[config.mk]
export PLATFORM = sky130hd
export DESIGN_NAME = instruction_fetch_phase
export DESIGN_NICKNAME = d
export VERILOG_FILES = /design/src/rtl/instruction_fetch_phase.sv
export SDC_FILE = /design/constraint.sdc
export NUM_CORES = 1
export LEC_CHECK = 0
export CORE_MARGIN = 5
export CORE_UTILIZATION = 46
export DETAILED_ROUTE_END_ITERATION = 12
export PLACE_DENSITY = 0.93
export SLEW_MARGIN = 20
export SYNTH_ARGS = -nofsm -noshare
export SYNTH_HDL_FRONTEND = slang
export SYNTH_SLANG_ARGS = --single-unit
[constraint.sdc]
create_clock -name Clk -period 5.4 [get_ports Clk]
set_clock_uncertainty 0.2 [all_clocks]
set_input_delay 1.35 -clock Clk [delete_from_list [all_inputs] [get_ports Clk]]
set_output_delay 1.35 -clock Clk [all_outputs]
set_load 0.005 [all_outputs]
[src/rtl/instruction_fetch_phase.sv]
// MIPS IF stage: PC register, next-PC selection and the IF/ID pipeline register.
// Redirects flush IF/ID to a bubble; stalls from the hazard unit freeze PC and optionally IF/ID.
module instruction_fetch_phase #(
  parameter logic [31:0] RESET_PC = 32'h0000_0000,
  parameter logic [31:0] NOP_WORD = 32'h0000_0000
) (
  input  logic        Clk,
  input  logic        Reset,
  input  logic        PCWrite,
  input  logic        IF_IDWrite,
  input  logic        Branch,
  input  logic [31:0] BranchTarget,
  input  logic        Jump,
  input  logic [31:0] JumpTarget,
  input  logic        JumpRegister,
  input  logic [31:0] JumpRegTarget,
  input  logic [31:0] imem_data,
  output logic [31:0] imem_addr,
  output logic [31:0] instr_out,
  output logic [31:0] pc_out,
  output logic        valid_out
);

  logic [31:0] pc_q, pc_d;
  logic [31:0] instr_q, instr_d;
  logic [31:0] pcp4_q, pcp4_d;
  logic        valid_q, valid_d;

  logic [31:0] pc_plus4_s;
  logic [31:0] target_s;
  logic        redirect_s;

  // Redirect target selection: jr beats j beats branch.
  always_comb begin
    target_s   = BranchTarget;
    redirect_s = JumpRegister | Jump | Branch;
    if (JumpRegister) begin
      target_s = JumpRegTarget;
    end else if (Jump) begin
      target_s = JumpTarget;
    end else begin
      target_s = BranchTarget;
    end
  end

  // Next-state for PC and IF/ID; redirects are only honoured while the PC may advance.
  always_comb begin
    pc_plus4_s = pc_q + 32'd4;
    pc_d       = pc_q;
    instr_d    = instr_q;
    pcp4_d     = pcp4_q;
    valid_d    = valid_q;
    if (PCWrite && redirect_s) begin
      pc_d    = {target_s[31:2], 2'b00};
      instr_d = NOP_WORD;
      pcp4_d  = 32'd0;
      valid_d = 1'b0;
    end else begin
      if (PCWrite) begin
        pc_d = pc_plus4_s;
      end else begin
        pc_d = pc_q;
      end
      if (IF_IDWrite) begin
        instr_d = imem_data;
        pcp4_d  = pc_plus4_s;
        valid_d = 1'b1;
      end else begin
        instr_d = instr_q;
        pcp4_d  = pcp4_q;
        valid_d = valid_q;
      end
    end
  end

  // PC register.
  always_ff @(posedge Clk or negedge Reset) begin
    if (!Reset) begin
      pc_q <= RESET_PC;
    end else begin
      pc_q <= pc_d;
    end
  end

  // IF/ID pipeline register bank.
  always_ff @(posedge Clk or negedge Reset) begin
    if (!Reset) begin
      instr_q <= NOP_WORD;
      pcp4_q  <= 32'd0;
      valid_q <= 1'b0;
    end else begin
      instr_q <= instr_d;
      pcp4_q  <= pcp4_d;
      valid_q <= valid_d;
    end
  end

  assign imem_addr = pc_q;
  assign instr_out = instr_q;
  assign pc_out    = pcp4_q;
  assign valid_out = valid_q;

endmodule

==> results.sh, run 1 <==
export IMPL_ctsHtreeMaxLevel=3
export IMPL_wl_per_cell_um=18.7
export IMPL_clkLatencyLatePin_ps=340
export IMPL_ys_async_sr_fraction_pct=100
export IMPL_fin_util_pct=70.5
export IMPL_vias=5171
export IMPL_ir_drop_v=0.000163
export IMPL_netlist_area_sq_um=5180
export IMPL_wirelength_um=16800
export IMPL_yosys_area_top_type="dfrtp_1"
export IMPL_drive_gt1_share_pct=4.74
export IMPL_crit_path_cell_trace="clkdlybuf4s50_1 -> buf_4 -> nand2b_1 -> a211oi_1 -> a21oi_1"
export IMPL_synth_warnings=0
export IMPL_max_freq_mhz=263
export IMPL_die_y_um=116
export IMPL_timing_final_crit_share_pct=70.5
export IMPL_grt_usage_pct=24.8
export IMPL_synth_top_family_by_area="compound AO/OA/AOI/OAI gates"
export IMPL_grt_pass1_wl_um=26400
export IMPL_drc_errors=0
export IMPL_syn_to_final_growth_pct=48.8
export IMPL_cp_max_fo=30
export IMPL_synth_cell_type_count=49
export IMPL_io_pins=232
export IMPL_die_width_um=116
export IMPL_drt_pass1_iterations=5
export IMPL_drtIter0Drc=454
export IMPL_cp_end_kind="flip-flop"
export IMPL_cts_max_path_buffers=2
export IMPL_avgSynthCellArea_sq_um=9.18
export IMPL_num_fill_cells=819
export IMPL_final_max_slew_violation_count=0
export IMPL_synth_cells=564
export IMPL_port_buffers=221
export IMPL_first_global_vias=5248
export IMPL_maxCapViolCount=0
export IMPL_clk_pin_slew_worst_paths_ps=70
export IMPL_grt_overflow=0
export IMPL_fin_crit_ps=3810
export IMPL_synth_seq_area_share_pct=44.9
export IMPL_crit_buf_inv=2
export IMPL_antenna_found_initial=0
export IMPL_cts_num_sinks=93
export IMPL_rrSetupSlack_ps=2470
export IMPL_worstMarginPinSlew_ps=1120
export IMPL_core_area_sq_um=10900
export IMPL_cts_root_buf="clkbuf_16"
export IMPL_cp_start_kind="input pin"
export IMPL_topRoutingLayerUsed="met4"
export IMPL_grt_max_degree=94
export IMPL_ant_nets=0
export IMPL_leakage_nw=3.19
export IMPL_synthTopCellsByCount="dfrtp_1, nor2_1, o21ai_0"
export IMPL_synthXorXnorAreaFrac_pct=4.40
export IMPL_synth_seq_cells=93
export IMPL_die_area_sq_um=13500
export IMPL_routed_via_density=5.75
export IMPL_muxShareOfSynthArea_pct=8.12
export IMPL_synth_compound_area_share_pct=22.1
export IMPL_cts_tree="built"
export IMPL_worst_setup_path_type="in -> reg"
export IMPL_initial_core_util_pct=47.3
export IMPL_critical_path_required_ps=5370
export IMPL_post_cts_buffers=0
export IMPL_post_cts_resized=0
export IMPL_synthAdderAreaFrac_pct=0.242
export IMPL_yosys_area_top_type_share_pct=44.9
export IMPL_met3RoutedLength_um=1560
export IMPL_synth_simple_area_share_pct=15.4
export IMPL_ys_flop_type="dfrtp_1"
export IMPL_p_per_area_nw_per_um2=271
export IMPL_diodes=0
export IMPL_setup_viol=0
export IMPL_slew_headroom_pct=25.2
export IMPL_nets=891
export IMPL_cts_buffers=9
export IMPL_rsz0062_at_grt="no"
export IMPL_critPathSlowestCell="clkdlybuf4s50_1"
export IMPL_crit_family="buffers and inverters"
export IMPL_finalHoldViolCount=0
export IMPL_wl_met1_um=6720
export IMPL_min_path_type="reg -> reg"
export IMPL_place_congestion=0.878
export IMPL_status="completed"
export IMPL_cts_hold_buf=0
export IMPL_wl_met2_um=8140
export IMPL_synth_area_leaders="dfrtp_1, mux2i_1, nor2_1"
export IMPL_synth_edf_count=0
export IMPL_core_rowCount=38
export IMPL_tns_ps=0
export IMPL_critical_path_max_stage_delay_ps=800
export IMPL_cp_arrival_ps=3780
export IMPL_synth_most_common_cell="dfrtp_1"
export IMPL_dp_hpwl_um=12500
## cell type report
cell class | count | area, sq um | area share (%)
Sequential cell | 93 | 2330 | 30.2
Tap cell | 140 | 175 | 2.27
Multi-Input combinational cell | 415 | 2630 | 34.1
Clock buffer | 11 | 243 | 3.15
Clock inverter | 5 | 42.5 | 0.552
Inverter | 8 | 30.0 | 0.390
Timing Repair Buffer | 228 | 2260 | 29.3
## metal layers
metal,up-vias,GRT usage [%]
li1,2416,-
met1,2438,31.3
met2,284,41.8
met3,33,5.60
met4,0,8.89
met5,-,0
## per-stage QoR
stage | power, mW | cells | worst slack [ps] | hold WS [ps] | cell area (sq um)
6_report | 2.09 | 900 | 1590 | 306 | 7710
5_1_grt | 2.19 | 900 | 1440 | 321 | 7710
4_1_cts | 2.09 | 900 | 1660 | 305 | 7700
3_5_place_dp | 1.49 | 884 | 1290 | 289 | 7420
3_3_place_gp | 1.46 | 884 | 1450 | 282 | 7420
2_1_floorplan | 1.13 | 567 | 2340 | 283 | 5190
## where the power goes
part           internal, mW  leakage, nW  switching, mW
Clock                 0.330        0.137          0.279
Sequential            0.779         1.16          0.104
Combinational         0.341         1.89          0.255
Total                  1.45         3.19          0.638
## flip-flops by register name (all words and copies together), names as in the netlist
| signal | cells |
|---|---|
| valid_out | 1 |
| imem_addr | 30 |
| instr_out | 32 |
| pc_out | 30 |
## tightest hold or removal path, stage by stage, from the launching register on
cell     delay, ps
dfrtp_1        350
nor2_1          40
nor2_1          70
## logic make-up after synthesis
group	Yosys count
adder cells (fa/ha/maj)	1
multiplexers	42
flip-flops	93
AND/OR/NAND/NOR	168
buffers and inverters	59
XOR/XNOR	26
AO/OA/AOI/OAI	174
other	1
## cell usage in the layout, fill, tap and decap left out, types with 3 or more instances in the layout
cell and n:
a221oi_1 12, conb_1 4, clkdlybuf4s50_1 218, o32ai_1 3, a22o_1 6, o2bb2ai_1 13
nand3_1 13, buf_4 8, and3_1 3, and4_1 4, xor2_1 11, a21o_1 5
a21oi_1 35, a22oi_1 19, inv_1 8, nor3_1 12, nor2_1 83, o21ai_0 54
nor2b_1 4, dfrtp_1 93, nand4_1 4, clkbuf_16 9, mux2i_1 42, xnor2_1 15
a211oi_1 13, nand2_1 29
## worst paths after layout
kind                         startpoint            end  depth (start not counted)
min reg2reg                   valid_out      valid_out                          2
max in group asynchronous         Reset     pc_out[20]                          1
min in group asynchronous         Reset  imem_addr[11]                          1
max reg2reg                imem_addr[2]  imem_addr[30]                          6
min                           valid_out      valid_out                          2
max                             PCWrite   imem_addr[3]                          5
No activity file was read; power rests on OpenSTA's default activity.
==> run 2, diff against run 1 <==
--- a/config.mk
+++ b/config.mk
@@ -6,9 +6,9 @@
 export NUM_CORES = 1
 export LEC_CHECK = 0
 export CORE_MARGIN = 5
-export CORE_UTILIZATION = 46
+export CORE_UTILIZATION = 38
 export DETAILED_ROUTE_END_ITERATION = 12
-export PLACE_DENSITY = 0.93
+export PLACE_DENSITY = 0.83
 export SLEW_MARGIN = 20
 export SYNTH_ARGS = -nofsm -noshare
 export SYNTH_HDL_FRONTEND = slang
==> constraint.sdc (replaced) <==
create_clock -name Clk -period 3.2 [get_ports Clk]
set_clock_uncertainty 0.2 [all_clocks]
set_input_delay 0.8 -clock Clk [delete_from_list [all_inputs] [get_ports Clk]]
set_output_delay 0.8 -clock Clk [all_outputs]
set_load 0.005 [all_outputs]
==> run 2 against run 1 <==
  * Non-clock buffer count is 13 higher
  * Critical path depth is 4 higher
  * Wire length is 6.3% higher
  * Utilization is 11 points lower
  * Cell count is 5.1% higher
  * Clock power is 84% higher
  * Power is 75% higher
  * Largest cell class unchanged
  * Highest routed layer unchanged
  * Design area is 3.0% higher
  * Sequential share of layout area is 0.88 points lower
==> results.sh, run 2 (synthesis results as in run 1) <==
export IMPL_status="completed"
export IMPL_layout_setup_ws_ps=461
export IMPL_post_cts_resized=0
export IMPL_cts_max_path_buffers=2
export IMPL_maxCapViolCount=0
export IMPL_dp_hpwl_um=13100
export IMPL_cp_start_kind="input pin"
export IMPL_drt_pass1_iterations=5
export IMPL_routed_via_density=5.45
export IMPL_post_cts_buffers=0
export IMPL_wirelength_um=17900
export IMPL_grt_overflow=0
export IMPL_die_area_sq_um=16100
export IMPL_leakage_nw=3.28
export IMPL_grt_use_met3_pct=2.90
export IMPL_io_pins=232
export IMPL_rsz0062_at_grt="no"
export IMPL_diodes=0
export IMPL_place_congestion=0.836
export IMPL_multiInputGateArea_sq_um=2630
export IMPL_instances_no_fill=946
export IMPL_timing_final_crit_share_pct=85.6
export IMPL_die_y_um=127
export IMPL_antenna_found_initial=0
export IMPL_nets=904
export IMPL_worstMarginPinSlew_ps=704
export IMPL_met2_usage_pct=34.5
export IMPL_cts_hold_buf=0
export IMPL_ant_nets=0
export IMPL_core_area_sq_um=13300
export IMPL_ir_drop_v=0.000248
export IMPL_cts_num_sinks=93
export IMPL_drc_errors=0
export IMPL_port_buffers=221
export IMPL_critical_path_required_ps=3210
export IMPL_slew_headroom_pct=53.0
export IMPL_cts_tree="built"
export IMPL_grt_pass1_wl_um=27200
export IMPL_syn_to_final_growth_pct=53.3
export IMPL_vias=5155
export IMPL_ctsHtreeMaxLevel=3
export IMPL_wl_per_cell_um=18.9
export IMPL_drtIter0Drc=433
export IMPL_grt_busiest_layer="met2"
export IMPL_grt_max_degree=61
export IMPL_core_rowCount=42
export IMPL_cts_buffers=9
export IMPL_grtUsageMet1_pct=28.7
export IMPL_p_per_area_nw_per_um2=460
export IMPL_grt_usage_pct=21.1
export IMPL_final_max_slew_violation_count=0
export IMPL_cp_max_fo=36
export IMPL_min_path_type="in -> async"
export IMPL_die_width_um=127
export IMPL_cp_arrival_ps=2750
export IMPL_worst_setup_path_type="in -> reg"
export IMPL_num_fill_cells=1138
export IMPL_cp_end_kind="flip-flop"
export IMPL_max_freq_mhz=365
export IMPL_clk_pin_slew_worst_paths_ps=60
export IMPL_initial_core_util_pct=38.9
export IMPL_placedCellCount=932
export IMPL_first_global_vias=4861
export IMPL_fin_crit_ps=2740
export IMPL_largest_register_ffs=32
export IMPL_setup_viol=0
export IMPL_fin_hold_ws_ps=291
export IMPL_finalHoldViolCount=0
export IMPL_final_seq_area_sq_um=2330
export IMPL_post_place_ws_ps=-313
export IMPL_cts_root_buf="clkbuf_16"
export IMPL_final_common_cell="clkdlybuf4s50_1"
export IMPL_mostFrequentLayoutCells="clkdlybuf4s50_1, dfrtp_1, nor2_1"
export IMPL_drive_gt1_share_pct=6.10
export IMPL_clkLatencyLatePin_ps=340
## run 2: final cells by class
cell class                      instances  share of cell area [%]
Multi-Input combinational cell        415                    33.1
Timing Repair Buffer                  241                    30.6
Sequential cell                        93                    29.3
Clock buffer                            9                    2.84
Tap cell                              176                    2.77
Clock inverter                          4                   0.962
Inverter                                8                   0.378
## run 2: worst paths after layout
path                              start             to  slack [ps]  cells past startpoint
hold reg to reg               valid_out      valid_out         310                      2
min in group Clk              valid_out      valid_out         310                      2
hold / removal                    Reset     pc_out[18]         290                      1
max in group asynchronous         Reset  instr_out[28]        1820                      2
setup reg to reg           imem_addr[7]  imem_addr[25]         730                      5
setup / recovery                 Branch  imem_addr[15]         460                      9
## run 2: metrics by stage
| step | setup TNS, ps | power, mW | cell area [sq um] | utilization [%] |
|---|---|---|---|---|
| global placement | -1960 | 2.52 | 7610 | 57.3 |
| floorplan | 0 | 1.90 | 5190 | - |
| CTS | 0 | 3.66 | 7920 | 59.5 |
| detailed placement | -2220 | 2.55 | 7610 | 57.3 |
| finish | 0 | 3.65 | 7940 | 59.7 |
| global route | 0 | 3.81 | 7940 | 59.7 |
## run 2: per-layer routing
layer  wire length [um]  vias up
li1                   -     2449
met1               7670     2466
met2               8680      211
met3               1060       29
met4                448        0
met5                  0        -
## run 2: worst max-delay path, stage by stage
cell,delay [ps]
clkdlybuf4s50_1,480
nor3_1,80
buf_12,130
nor2_4,280
buf_12,250
buf_4,250
nor2_1,60
a221oi_1,300
o2bb2ai_1,100
## run 2: power breakdown
part           switching (mW)  internal (mW)  total, mW
combinational           0.448          0.598       1.05
clock                   0.443          0.673       1.12
sequential              0.172           1.32       1.49
total                    1.06           2.59       3.65
